`src/rtl/yuv422_fb_reader.sv`:
```
// YUV422 frame-buffer read stage: BRAM address issue, 2-word FIFO, 4:2:2 pixel unpack.
// Optional YUV422_FB_RD_UNDERRUN_EN adds a sticky underrun_o flag.
//
// state   | meaning
// ST_IDLE | after reset, no BRAM reads issued
// ST_RUN  | continuous frame reading, wraps at LINES-1
module yuv422_fb_reader #(
  parameter int LINES = 16,
  parameter int DW    = 32
) (
  input  logic                     clk_i,
  input  logic                     rst_ni,
  input  logic                     start_i,
  output logic [$clog2(LINES)-1:0] rd_addr_o,
  input  logic [DW-1:0]            rd_d_i,
  output logic [15:0]              px_o,
  output logic                     px_valid_o,
  input  logic                     px_ready_i,
  output logic                     px_sof_o,
  output logic                     px_eol_o
`ifdef YUV422_FB_RD_UNDERRUN_EN
  ,
  output logic                     underrun_o
`endif
);

  localparam int AW = $clog2(LINES);

  typedef enum logic {ST_IDLE, ST_RUN} state_t;

  state_t        r_state;
  logic [AW-1:0] r_addr;
  logic          r_issue_q;
  logic          r_drop;
  logic          r_sof_tag_q;
  logic          r_eol_tag_q;
  logic [DW-1:0] r_word [2];
  logic [1:0]    r_sof_tag;
  logic [1:0]    r_eol_tag;
  logic          r_wr_ptr;
  logic          r_rd_ptr;
  logic [1:0]    r_cnt;
  logic          r_half;

  logic          w_issue;
  logic          w_push;
  logic          w_hs;
  logic          w_pop;
  logic          w_valid;
  logic [DW-1:0] w_head;

  // FIFO occupancy plus the read in flight never exceeds two words
  assign w_issue = (r_state == ST_RUN) && ((r_cnt + 2'(r_issue_q)) < 2'd2);
  assign w_push  = r_issue_q && !r_drop && !start_i;
  assign w_valid = (r_cnt != 2'd0);
  assign w_hs    = w_valid && px_ready_i;
  assign w_pop   = w_hs && r_half;
  assign w_head  = r_word[r_rd_ptr];

  assign rd_addr_o  = r_addr;
  assign px_valid_o = w_valid;
  assign px_o       = !w_valid ? 16'h0000 : (r_half ? w_head[31:16] : w_head[15:0]);
  assign px_sof_o   = w_valid && r_sof_tag[r_rd_ptr] && !r_half;
  assign px_eol_o   = w_valid && r_eol_tag[r_rd_ptr] && r_half;

  always_ff @(posedge clk_i or negedge rst_ni) begin
    if (!rst_ni) begin
      r_state     <= ST_IDLE;
      r_addr      <= '0;
      r_issue_q   <= 1'b0;
      r_drop      <= 1'b0;
      r_sof_tag_q <= 1'b0;
      r_eol_tag_q <= 1'b0;
      r_word[0]   <= '0;
      r_word[1]   <= '0;
      r_sof_tag   <= 2'b00;
      r_eol_tag   <= 2'b00;
      r_wr_ptr    <= 1'b0;
      r_rd_ptr    <= 1'b0;
      r_cnt       <= 2'd0;
      r_half      <= 1'b0;
    end else if (start_i) begin
      // a read issued this cycle returns stale data next cycle and must be dropped
      r_state   <= ST_RUN;
      r_addr    <= '0;
      r_issue_q <= w_issue;
      r_drop    <= w_issue;
      r_wr_ptr  <= 1'b0;
      r_rd_ptr  <= 1'b0;
      r_cnt     <= 2'd0;
      r_half    <= 1'b0;
    end else begin
      r_issue_q <= w_issue;
      if (w_issue) begin
        r_addr      <= (r_addr == AW'(LINES - 1)) ? '0 : r_addr + 1'b1;
        r_sof_tag_q <= (r_addr == '0);
        r_eol_tag_q <= (r_addr == AW'(LINES - 1));
      end
      if (r_issue_q) r_drop <= 1'b0;
      if (w_push) begin
        r_word[r_wr_ptr]    <= rd_d_i;
        r_sof_tag[r_wr_ptr] <= r_sof_tag_q;
        r_eol_tag[r_wr_ptr] <= r_eol_tag_q;
        r_wr_ptr            <= ~r_wr_ptr;
      end
      if (w_pop) r_rd_ptr <= ~r_rd_ptr;
      r_cnt <= r_cnt + 2'(w_push) - 2'(w_pop);
      if (w_hs) r_half <= ~r_half;
    end
  end

`ifdef YUV422_FB_RD_UNDERRUN_EN
  logic [1:0] r_hold;
  logic       r_underrun;

  // the pipeline-fill cycles right after a start are not counted as underrun
  always_ff @(posedge clk_i or negedge rst_ni) begin
    if (!rst_ni) begin
      r_hold     <= 2'd0;
      r_underrun <= 1'b0;
    end else if (start_i) begin
      r_hold     <= 2'd3;
      r_underrun <= 1'b0;
    end else begin
      if (r_hold != 2'd0) r_hold <= r_hold - 2'd1;
      if ((r_state == ST_RUN) && px_ready_i && !w_valid && (r_hold == 2'd0))
        r_underrun <= 1'b1;
    end
  end

  assign underrun_o = r_underrun;
`endif

endmodule

```
`config.mk`:
```
export PLATFORM = sky130hd
export DESIGN_NAME = yuv422_fb_reader
export DESIGN_NICKNAME = d
export VERILOG_FILES = /design/src/rtl/yuv422_fb_reader.sv
export SDC_FILE = /design/constraint.sdc
export NUM_CORES = 1
export LEC_CHECK = 0
export BUFFER_PORTS_ARGS = -buffer_cell sky130_fd_sc_hd__buf_2
export CAP_MARGIN = 30
export CORE_ASPECT_RATIO = 1.2
export CORE_UTILIZATION = 40
export DETAILED_ROUTE_END_ITERATION = 10
export PLACE_DENSITY = 0.69
export SLEW_MARGIN = 20
export SYNTH_ARGS = -nofsm -noshare
export SYNTH_HDL_FRONTEND = slang
export SYNTH_SLANG_ARGS = --single-unit
export TNS_END_PERCENT = 30
```
`constraint.sdc`:
```
create_clock -name clk_i -period 1.99 [get_ports clk_i]
set_input_delay 0.0995 -clock clk_i [delete_from_list [all_inputs] [get_ports clk_i]]
set_output_delay 0.0995 -clock clk_i [all_outputs]
set_load 0.05 [all_outputs]
```
==> flow_summary.ini, run 1 <==
[finish]
num_antenna_cells = 0
instances_no_fill = 466
drive_gt1_share_pct = 51.60
post-route-util_pct = 50.78
multiInputGateArea_um2 = 1745
fin_area_um2 = 4857
nets = 378
final_cell_mix = dfrtp_1, buf_2, mux2_2, mux2_4
regArea_um2 = 2052
layout_commonest_cell = dfrtp_1
n_fill_cell = 848
syn2layout_area_growth_pct = 23.04

[power_and_ir_drop]
total_power_mw = 7.575
ir_drop_mv = 0.4839
powerDensity_nw_per_um2 = 1559
p_leak_nw = 2.247

[critical_path]
startpoint_type = flip-flop
endpoint_kind = output pin
timing_worst_setup_path_type = reg -> out
worst_ep_arrival_time_ns = 1.82
r2r_cells = 7
crit_chain = buf_4, mux4_2, and2_1, buf_2
cpMaxStageDelayCell = mux4_2
critPathMaxFanout = 9
critical_path.max_stage_delay_ns = 0.51
required_ns = 1.89

[drt]
vias_per_cell = 5.114
drtIter0Drc = 56
via_count = 2383
wl_per_cell_um = 16.29
drt-total-wl_um = 7590
firstDrtPassIters = 4
drc = 0
antenna_left = 0

[global_route]
grt_pass1_wl_um = 13080
antenna_found_initial = 0
grt_max_degree = 48
grt.overflow.total = 0
grt.total_usage_pct = 16.60
grt_pass1_vias = 2679

[sta]
setup_tns_ns = 0
tightest_slew_ns = 0.6045
fin_skew_ns = 0.006345
rsz0062_at_grt = true
setup_viol = 0
timing.slew.headroom_pct = 59.70
hold_viol = 0
slew_violations = 0
max_freq_ghz = 0.5213
min_period_ns = 1.918
holdWs_ns = 0.002651
postLayoutSetupSlackWorst_ns = 0.07175
fin_crit_sh_pct = 96.39

[synth]
synth_area_um2 = 3948
synth_edf_count = 0
yosysWarnings = 0
synth_seq_cells = 82
syn_inst = 256
ys.flop_type = dfrtp_1
yosysUniqueCellTypes = 33
synth_nets = 296
synth-seq-area-share_pct = 51.98
avgSynthCellArea_um2 = 15.42
async_flop_share_pct = 100.0

[floorplan]
die_area_um2 = 10270
io_pins = 59
die_w_um = 92.69
initial_utilization_pct = 41.27
die_h_um = 110.8
coreArea_um2 = 9564
row_count = 39

[clock_tree]
htree_levels = 3
clkTransAtPathRegs_ns = 0.06
cts-root-buf = clkbuf_16
numCtsBuffers = 9
clk_path_buf_depth = 2
clock-sinks = 82
clk_latency_ns = 0.34
cts_tree = done

[job]
cap_violations = 0

[worst_hold_path]
holdCritPathClass = in -> reg
min_path_cells = 2

[placed_design]
place_inst = 433
place_ws_ns = 0.1605
globalplace.congestion = 0.7656
io_buffers = 58
hpwl_um = 5011
post_dp_cell_area_um2 = 4374

[run_status]
status = complete, no violations
flip-flops by register name (all words and copies together) (netlist names):
register     flops
r_half           1
r_drop           1
rd_addr_o        4
r_rd_ptr         1
r_eol_tag_q      1
r_eol_tag        2
r_sof_tag_q      1
r_issue_q        1
r_state          1
r_cnt            2
r_sof_tag        2
r_word          64
r_wr_ptr         1
final cells by class:
type,instances,area share (%)
Clock buffer,11,5.203
Sequential cell,82,42.25
Clock inverter,5,1.262
Inverter,8,0.6955
Tap cell,123,3.168
Multi-Input combinational cell,152,35.93
Timing Repair Buffer,85,11.49
path summary, 6_finish.rpt:
| check | to | slack [ns] | startpoint |
|---|---|---|---|
| hold / removal | r_word[44] | 0.003 | rd_d_i[12] |
| max in group asynchronous | r_word[17] | 0.95 | rst_ni |
| setup reg to reg | r_cnt[1] | 0.15 | r_issue_q |
| hold reg to reg | r_word[26] | 0.50 | r_word[26] |
| min in group asynchronous | r_word[10] | 0.30 | rst_ni |
| setup / recovery | px_o[11] | 0.07 | r_rd_ptr |
critical path: cells and delay by family (launching register included):
| kind | cells | cell delay (ns) |
|---|---|---|
| simple gates | 1 | 0.18 |
| buf+inv | 2 | 0.43 |
| flops | 1 | 0.34 |
| mux | 1 | 0.51 |
power by group:
part	switching, mW	internal, mW	total [mW]
Combinational	1.42	1.56	2.98
Sequential	0.441	2.43	2.87
Clock	0.677	1.05	1.72
what timing repair did:
action | in CTS | in global routing
gates resized for setup | 1 | 0
endpoints found under the hold margin | 61 | 0
cloned | 0 | 0
hold buffers | 15 | 0
buffers inserted | 2 | 0
setup endpoints to repair | 7 | 11
cells in the mapped netlist, drive strengths merged (3+ instances only):
library cell	n	share of area, %
buf	9	2.6
mux4	16	9.1
dfrtp	82	52
mux2	71	23
xor2	3	0.67
inv	8	0.76
a21oi	3	0.38
nor2b	3	0.48
nor2	7	1.1
ha	4	1.3
and2	16	2.5
o211ai	4	0.76
clkbuf	5	0.48
and3	3	0.48
logic make-up (layout without fill, tap and decap cells):
family / Yosys count / in the layout / synth area share, %
AOI/OAI and AO/OA: 16 / 16 / 2.916
adders and majority gates: 4 / 4 / 1.268
buffers and inverters: 22 / 109 / 3.835
xor gates and xnor gates: 5 / 5 / 1.110
DFF: 82 / 82 / 51.98
and+or+nand+nor: 38 / 38 / 6.149
muxes: 89 / 89 / 32.74
routing by layer:
layer,routed length (um),up-vias,GRT usage [%]
met2,3771,45,26.96
li1,-,1086,-
met1,3389,1239,20.60
met3,255,13,3.978
met4,174,0,8.205
met5,0,-,0
Note: power is estimated with default switching activity, not from simulation.
==> run 2: changes to the inputs <==
--- a/config.mk
+++ b/config.mk
@@ -7,10 +7,13 @@
 export LEC_CHECK = 0
 export BUFFER_PORTS_ARGS = -buffer_cell sky130_fd_sc_hd__buf_2
 export CAP_MARGIN = 30
+export CELL_PAD_IN_SITES_DETAIL_PLACEMENT = 0
+export CELL_PAD_IN_SITES_GLOBAL_PLACEMENT = 1
 export CORE_ASPECT_RATIO = 1.2
 export CORE_UTILIZATION = 40
 export DETAILED_ROUTE_END_ITERATION = 10
-export PLACE_DENSITY = 0.69
+export GPL_TIMING_DRIVEN = 0
+export PLACE_DENSITY = 0.79
 export SLEW_MARGIN = 20
 export SYNTH_ARGS = -nofsm -noshare
 export SYNTH_HDL_FRONTEND = slang
==> run 2 against run 1 <==
Net effect:
- final area shrank 1.0%
- flip-flop and latch count is the same
- clock power shrank 3%
- utilization shrank 0.51 points
- sequential power is essentially flat
- sequential share of layout area grew 0.48 points
- global-route usage grew 0.58 points
- critical endpoint unchanged
==> flow_summary.ini, run 2 (synthesized netlist as in run 1, its figures left out) <==
[sta]
fin_crit_sh_pct = 98.53
min_period_ns = 1.961
slew_violations = 0
rsz0062_at_grt = true
fin_skew_ns = 0.003343
timing.slew.headroom_pct = 68.59
setup_tns_ns = 0
setup_viol = 0
tightest_slew_ns = 0.4712
hold_viol = 0
max_freq_ghz = 0.5100

[clock_tree]
clock-sinks = 82
clkTransAtPathRegs_ns = 0.06
htree_levels = 3
clk_latency_ns = 0.33
numCtsBuffers = 9
cts_tree = done
cts-root-buf = clkbuf_16
clk_path_buf_depth = 2

[power_and_ir_drop]
ir_drop_mv = 0.5336
switching_share_pct = 33.11
powerDensity_nw_per_um2 = 1573
clkPwrFrac_pct = 21.9
pwr-share-comb_pct = 40.1
seqPwrFrac_pct = 38.0
p_leak_nw = 2.228
p_int_mw = 5.060
total_power_mw = 7.566
p_sw_mw = 2.505

[global_route]
grt_pass1_vias = 2533
grt.total_usage_pct = 17.18
grt_max_degree = 59
grt_pass1_wl_um = 13180
grt.overflow.total = 0
antenna_found_initial = 0

[job]
cap_violations = 0

[run_status]
status = complete, no violations

[placed_design]
io_buffers = 58
place_inst = 438
globalplace.congestion = 0.7092
post_dp_cell_area_um2 = 4422
hpwl_um = 5520

[finish]
nets = 370
largest_reg_flops = 64
syn2layout_area_growth_pct = 21.81
largest-register = r_word
post-route-util_pct = 50.27
drive_gt1_share_pct = 53.43
num_antenna_cells = 0
instances_no_fill = 458
fin_area_um2 = 4808
final_cell_mix = dfrtp_1, buf_2, mux2_2, mux2_4
layout_commonest_cell = dfrtp_1

[floorplan]
die_h_um = 110.8
die_w_um = 92.69
row_count = 39
die_area_um2 = 10270
coreArea_um2 = 9564
initial_utilization_pct = 41.27
io_pins = 59

[critical_path]
cp_top_family = multiplexers
critPathMaxFanout = 10
r2r_cells = 7
startpoint_type = flip-flop
timing_worst_setup_path_type = reg -> out
cpMaxStageDelayCell = mux4_2
path_common_cell = buf_12
required_ns = 1.89
cp.depth = 5
worst_ep_arrival_time_ns = 1.86
endpoint_kind = output pin
critPathBufInv = 3
crit_chain = buf_12, buf_12, mux4_2, and2_1, buf_4
critical_path.max_stage_delay_ns = 0.49

[drt]
drt-total-wl_um = 7987
vias_per_cell = 5.083
wl_per_cell_um = 17.44
drc = 0
antenna_left = 0
drtIter0Drc = 50
via_count = 2328
firstDrtPassIters = 6

[worst_hold_path]
min_path_cells = 2
holdCritPathClass = in -> reg
## run 2: changes by cell type in the layout (fill, tap and decap cells not counted), sizes merged
cell	change
buf	+2
clkbuf	+6
clkinv	-2
clkinvlp	-1
dlygate4sd3	-13
## run 2: worst paths after layout
| kind | startpoint | end | slack [ns] |
|---|---|---|---|
| worst min register to register | r_word[60] | r_word[60] | 0.50 |
| worst min-delay path | rd_d_i[1] | r_word[33] | 0.009 |
| worst max-delay path | r_rd_ptr | px_o[11] | 0.03 |
| worst max register to register | r_issue_q | r_cnt[1] | 0.13 |
| min in group asynchronous | rst_ni | r_word[28] | 0.22 |
| max in group asynchronous | rst_ni | r_word[37] | 1.17 |
## run 2: worst reg2reg max path, cell delays in order (launching register included)
cell     delay [ns]
dfrtp_1        0.43
or3b_4         0.45
ha_1           0.29
inv_1          0.04
ha_1           0.17
xor2_1         0.16
xnor2_1        0.14
nor2_1         0.05
## run 2: layer usage
metal	part of all wire (%)	track usage, %
met3	2.9	3.772
met2	51	28.00
met4	2.6	7.282
met1	44	21.99
met5	0	0
## run 2: layout make-up
cell class	instances	area (um2)
buffer	13	146.4
inverter	8	30.03
clock buffer	14	264.0
timing repair buffer	64	380.4
tap	123	153.9
sequential	82	2054
multi-input combinational	152	1744
clock inverter	2	35.03
fill	860	4756
## run 2: timing repair
item | in CTS | in global routing
gates cloned | 0 | 0
setup endpoints to repair | 19 | 11
hold endpoints to repair | 25 | 0
resized for setup | 11 | 11
setup buffers | 3 | 0
hold buffers | 2 | 0
## run 2: per-stage QoR
| step | hold slack, ns | worst slack (ns) |
|---|---|---|
| finish | 0.009426 | 0.02929 |
| global route | 0.004038 | -0.008450 |
| CTS | 0.002791 | 0.009239 |
| detailed placement | 0.03482 | -0.1783 |
| global placement | 0.3448 | -0.1045 |
| floorplan | -0.1961 | 0.0004976 |
## run 2: power groups by stage
stage | registers (mW) | logic, mW | clock network (mW)
finish | 2.87 | 3.03 | 1.66
detailed placement | 2.89 | 3.02 | 0
global placement | 2.83 | 2.95 | 0
floorplan | 2.81 | 2.40 | 0
CTS | 2.87 | 3.06 | 1.70
global route | 2.97 | 3.23 | 1.77
==> run 3: changes to the inputs <==
--- a/config.mk
+++ b/config.mk
@@ -5,15 +5,15 @@
 export SDC_FILE = /design/constraint.sdc
 export NUM_CORES = 1
 export LEC_CHECK = 0
+export ABC_CLOCK_PERIOD_IN_PS = 1990
 export BUFFER_PORTS_ARGS = -buffer_cell sky130_fd_sc_hd__buf_2
 export CAP_MARGIN = 30
-export CELL_PAD_IN_SITES_DETAIL_PLACEMENT = 0
-export CELL_PAD_IN_SITES_GLOBAL_PLACEMENT = 1
 export CORE_ASPECT_RATIO = 1.2
+export CORE_MARGIN = 4
 export CORE_UTILIZATION = 40
 export DETAILED_ROUTE_END_ITERATION = 10
 export GPL_TIMING_DRIVEN = 0
-export PLACE_DENSITY = 0.79
+export PLACE_DENSITY = 0.69
 export SLEW_MARGIN = 20
 export SYNTH_ARGS = -nofsm -noshare
 export SYNTH_HDL_FRONTEND = slang
==> run 3 against run 2 <==
Net effect:
- register-to-register slack about the same
- global-route usage fell by 1.9 points
- via count is 1.6% higher
- flip-flop and latch count stayed put
- clock-buffer cell count is 3 lower
- final cell count rose by 2.4%
- combinational power about the same
- utilization grew 1.5 points
==> flow_summary.ini, run 3 (synthesized netlist as in run 1, its figures left out) <==
[finish]
syn2layout_area_growth_pct = 25.36
largest-register = r_word
drive_gt1_share_pct = 51.45
nets = 381
largest_reg_flops = 64
n_fill_cell = 826
layout_commonest_cell = dfrtp_1
post-route-util_pct = 51.74
final_cell_mix = dfrtp_1, buf_2, mux2_2, mux2_4
num_antenna_cells = 0

[floorplan]
coreArea_um2 = 9564
die_h_um = 116.8
row_count = 39
io_pins = 59
die_area_um2 = 11530
initial_utilization_pct = 41.27
die_w_um = 98.69

[sta]
timing.slew.headroom_pct = 68.93
tightest_slew_ns = 0.4661
setup_tns_ns = 0
setup_viol = 0
max_freq_ghz = 0.5146
hold_viol = 0
rsz0062_at_grt = true
fin_crit_sh_pct = 97.66
min_period_ns = 1.943
fin_skew_ns = 0.004920
slew_violations = 0

[global_route]
antenna_found_initial = 0
grt.overflow.total = 0
grt_pass1_wl_um = 13430
grt_pass1_vias = 2626
grt_max_degree = 55
grt.total_usage_pct = 15.33

[critical_path]
worst_ep_arrival_time_ns = 1.84
timing_worst_setup_path_type = reg -> out
required_ns = 1.89
endpoint_kind = output pin
startpoint_type = flip-flop
critPathMaxFanout = 10

[drt]
wl_per_cell_um = 17.03
drtIter0Drc = 53
vias_per_cell = 5.043
drt-total-wl_um = 7989
drc = 0
firstDrtPassIters = 4
via_count = 2365
antenna_left = 0

[clock_tree]
clk_latency_ns = 0.34
clock-sinks = 82
htree_levels = 3
clk_path_buf_depth = 2
clkTransAtPathRegs_ns = 0.06
cts-root-buf = clkbuf_16
cts_tree = done
numCtsBuffers = 9

[power_and_ir_drop]
powerDensity_nw_per_um2 = 1550
p_leak_nw = 2.286
ir_drop_mv = 0.4938

[run_status]
status = complete, no violations

[placed_design]
globalplace.congestion = 0.7877
io_buffers = 58
hpwl_um = 5571

[job]
cap_violations = 0

[worst_hold_path]
holdCritPathClass = in -> reg
[run 3: changes by cell type in the layout (fill, tap and decap cells not counted)]
cell,change
dlygate4sd3_1,+12
buf_4,-2
clkbuf_1,-2
dfrtp_1,+2
dfrtp_2,-2
buf_12,+1
buf_6,-1
bufinv_16,+1
clkbuf_4,+1
clkbuf_8,-1
clkinv_2,+1
clkinvlp_4,+1
[run 3: final timing paths]
kind | from | to | slack (ns) | cells after the start
worst max-delay path | r_rd_ptr | px_o[6] | 0.05 | 5
worst min-delay path | rd_d_i[21] | r_word[21] | 0.01 | 2
worst max register to register | r_half | r_cnt[1] | 0.12 | 9
worst min register to register | r_eol_tag[1] | r_eol_tag[1] | 0.50 | 1
max in group asynchronous | rst_ni | r_word[47] | 1.16 | 3
min in group asynchronous | rst_ni | r_word[27] | 0.23 | 2
[run 3: metrics by stage]
stage | setup slack (ns) | hold slack (ns) | cells | total power, mW | instance area, um2
after floorplan | 0.0004976 | -0.1961 | 256 | 5.207 | 3948
after global placement | -0.04658 | 0.3433 | 437 | 5.778 | 4392
after detailed placement | -0.09281 | 0.05298 | 438 | 5.897 | 4422
after CTS | 0.01848 | 0.00001582 | 469 | 7.758 | 4940
after global routing | -0.01069 | 0.0007468 | 469 | 8.128 | 4949
final | 0.04661 | 0.01282 | 469 | 7.672 | 4949
[run 3: layer usage]
layer | global-route usage, % | share of wire [%] | up-vias
met1 | 18.17 | 44 | 1213
met2 | 25.98 | 50 | 40
met4 | 7.468 | 2.0 | 0
met5 | 0 | 0 | -
met3 | 4.209 | 4.1 | 10
li1 | - | - | 1102
[run 3: critical path: stages, from the launching register on]
cell     delay, ns
dfrtp_1       0.37
buf_12        0.12
buf_12        0.14
mux4_2        0.48
and2_1        0.18
buf_2         0.21
[run 3: power breakdown]
group          switching (mW)  total (mW)  internal, mW  leakage (nW)
Sequential              0.436        2.87          2.43         0.989
Clock                   0.639        1.77          1.13         0.156
Combinational            1.44        3.04          1.60          1.14
[run 3: final cells by class]
class                   count  area, um2  area share, %
multi-input cells         152       1744          35.25
plain buffers              13      148.9          3.009
well taps                 123      153.9          3.110
flip-flops and latches     82       2052          41.47
clock buffers              11      242.7          4.905
repair buffers             75      499.2          10.09
inverters                   8      30.03         0.6068
clock inverters             5      77.57          1.568
[run 3: timing repair]
item / CTS / global route
hold buffers: 14 / 0
endpoints found under the hold margin: 46 / 0
setup endpoints to repair: 20 / 5
resized for setup: 12 / 5
setup buffers: 2 / 0
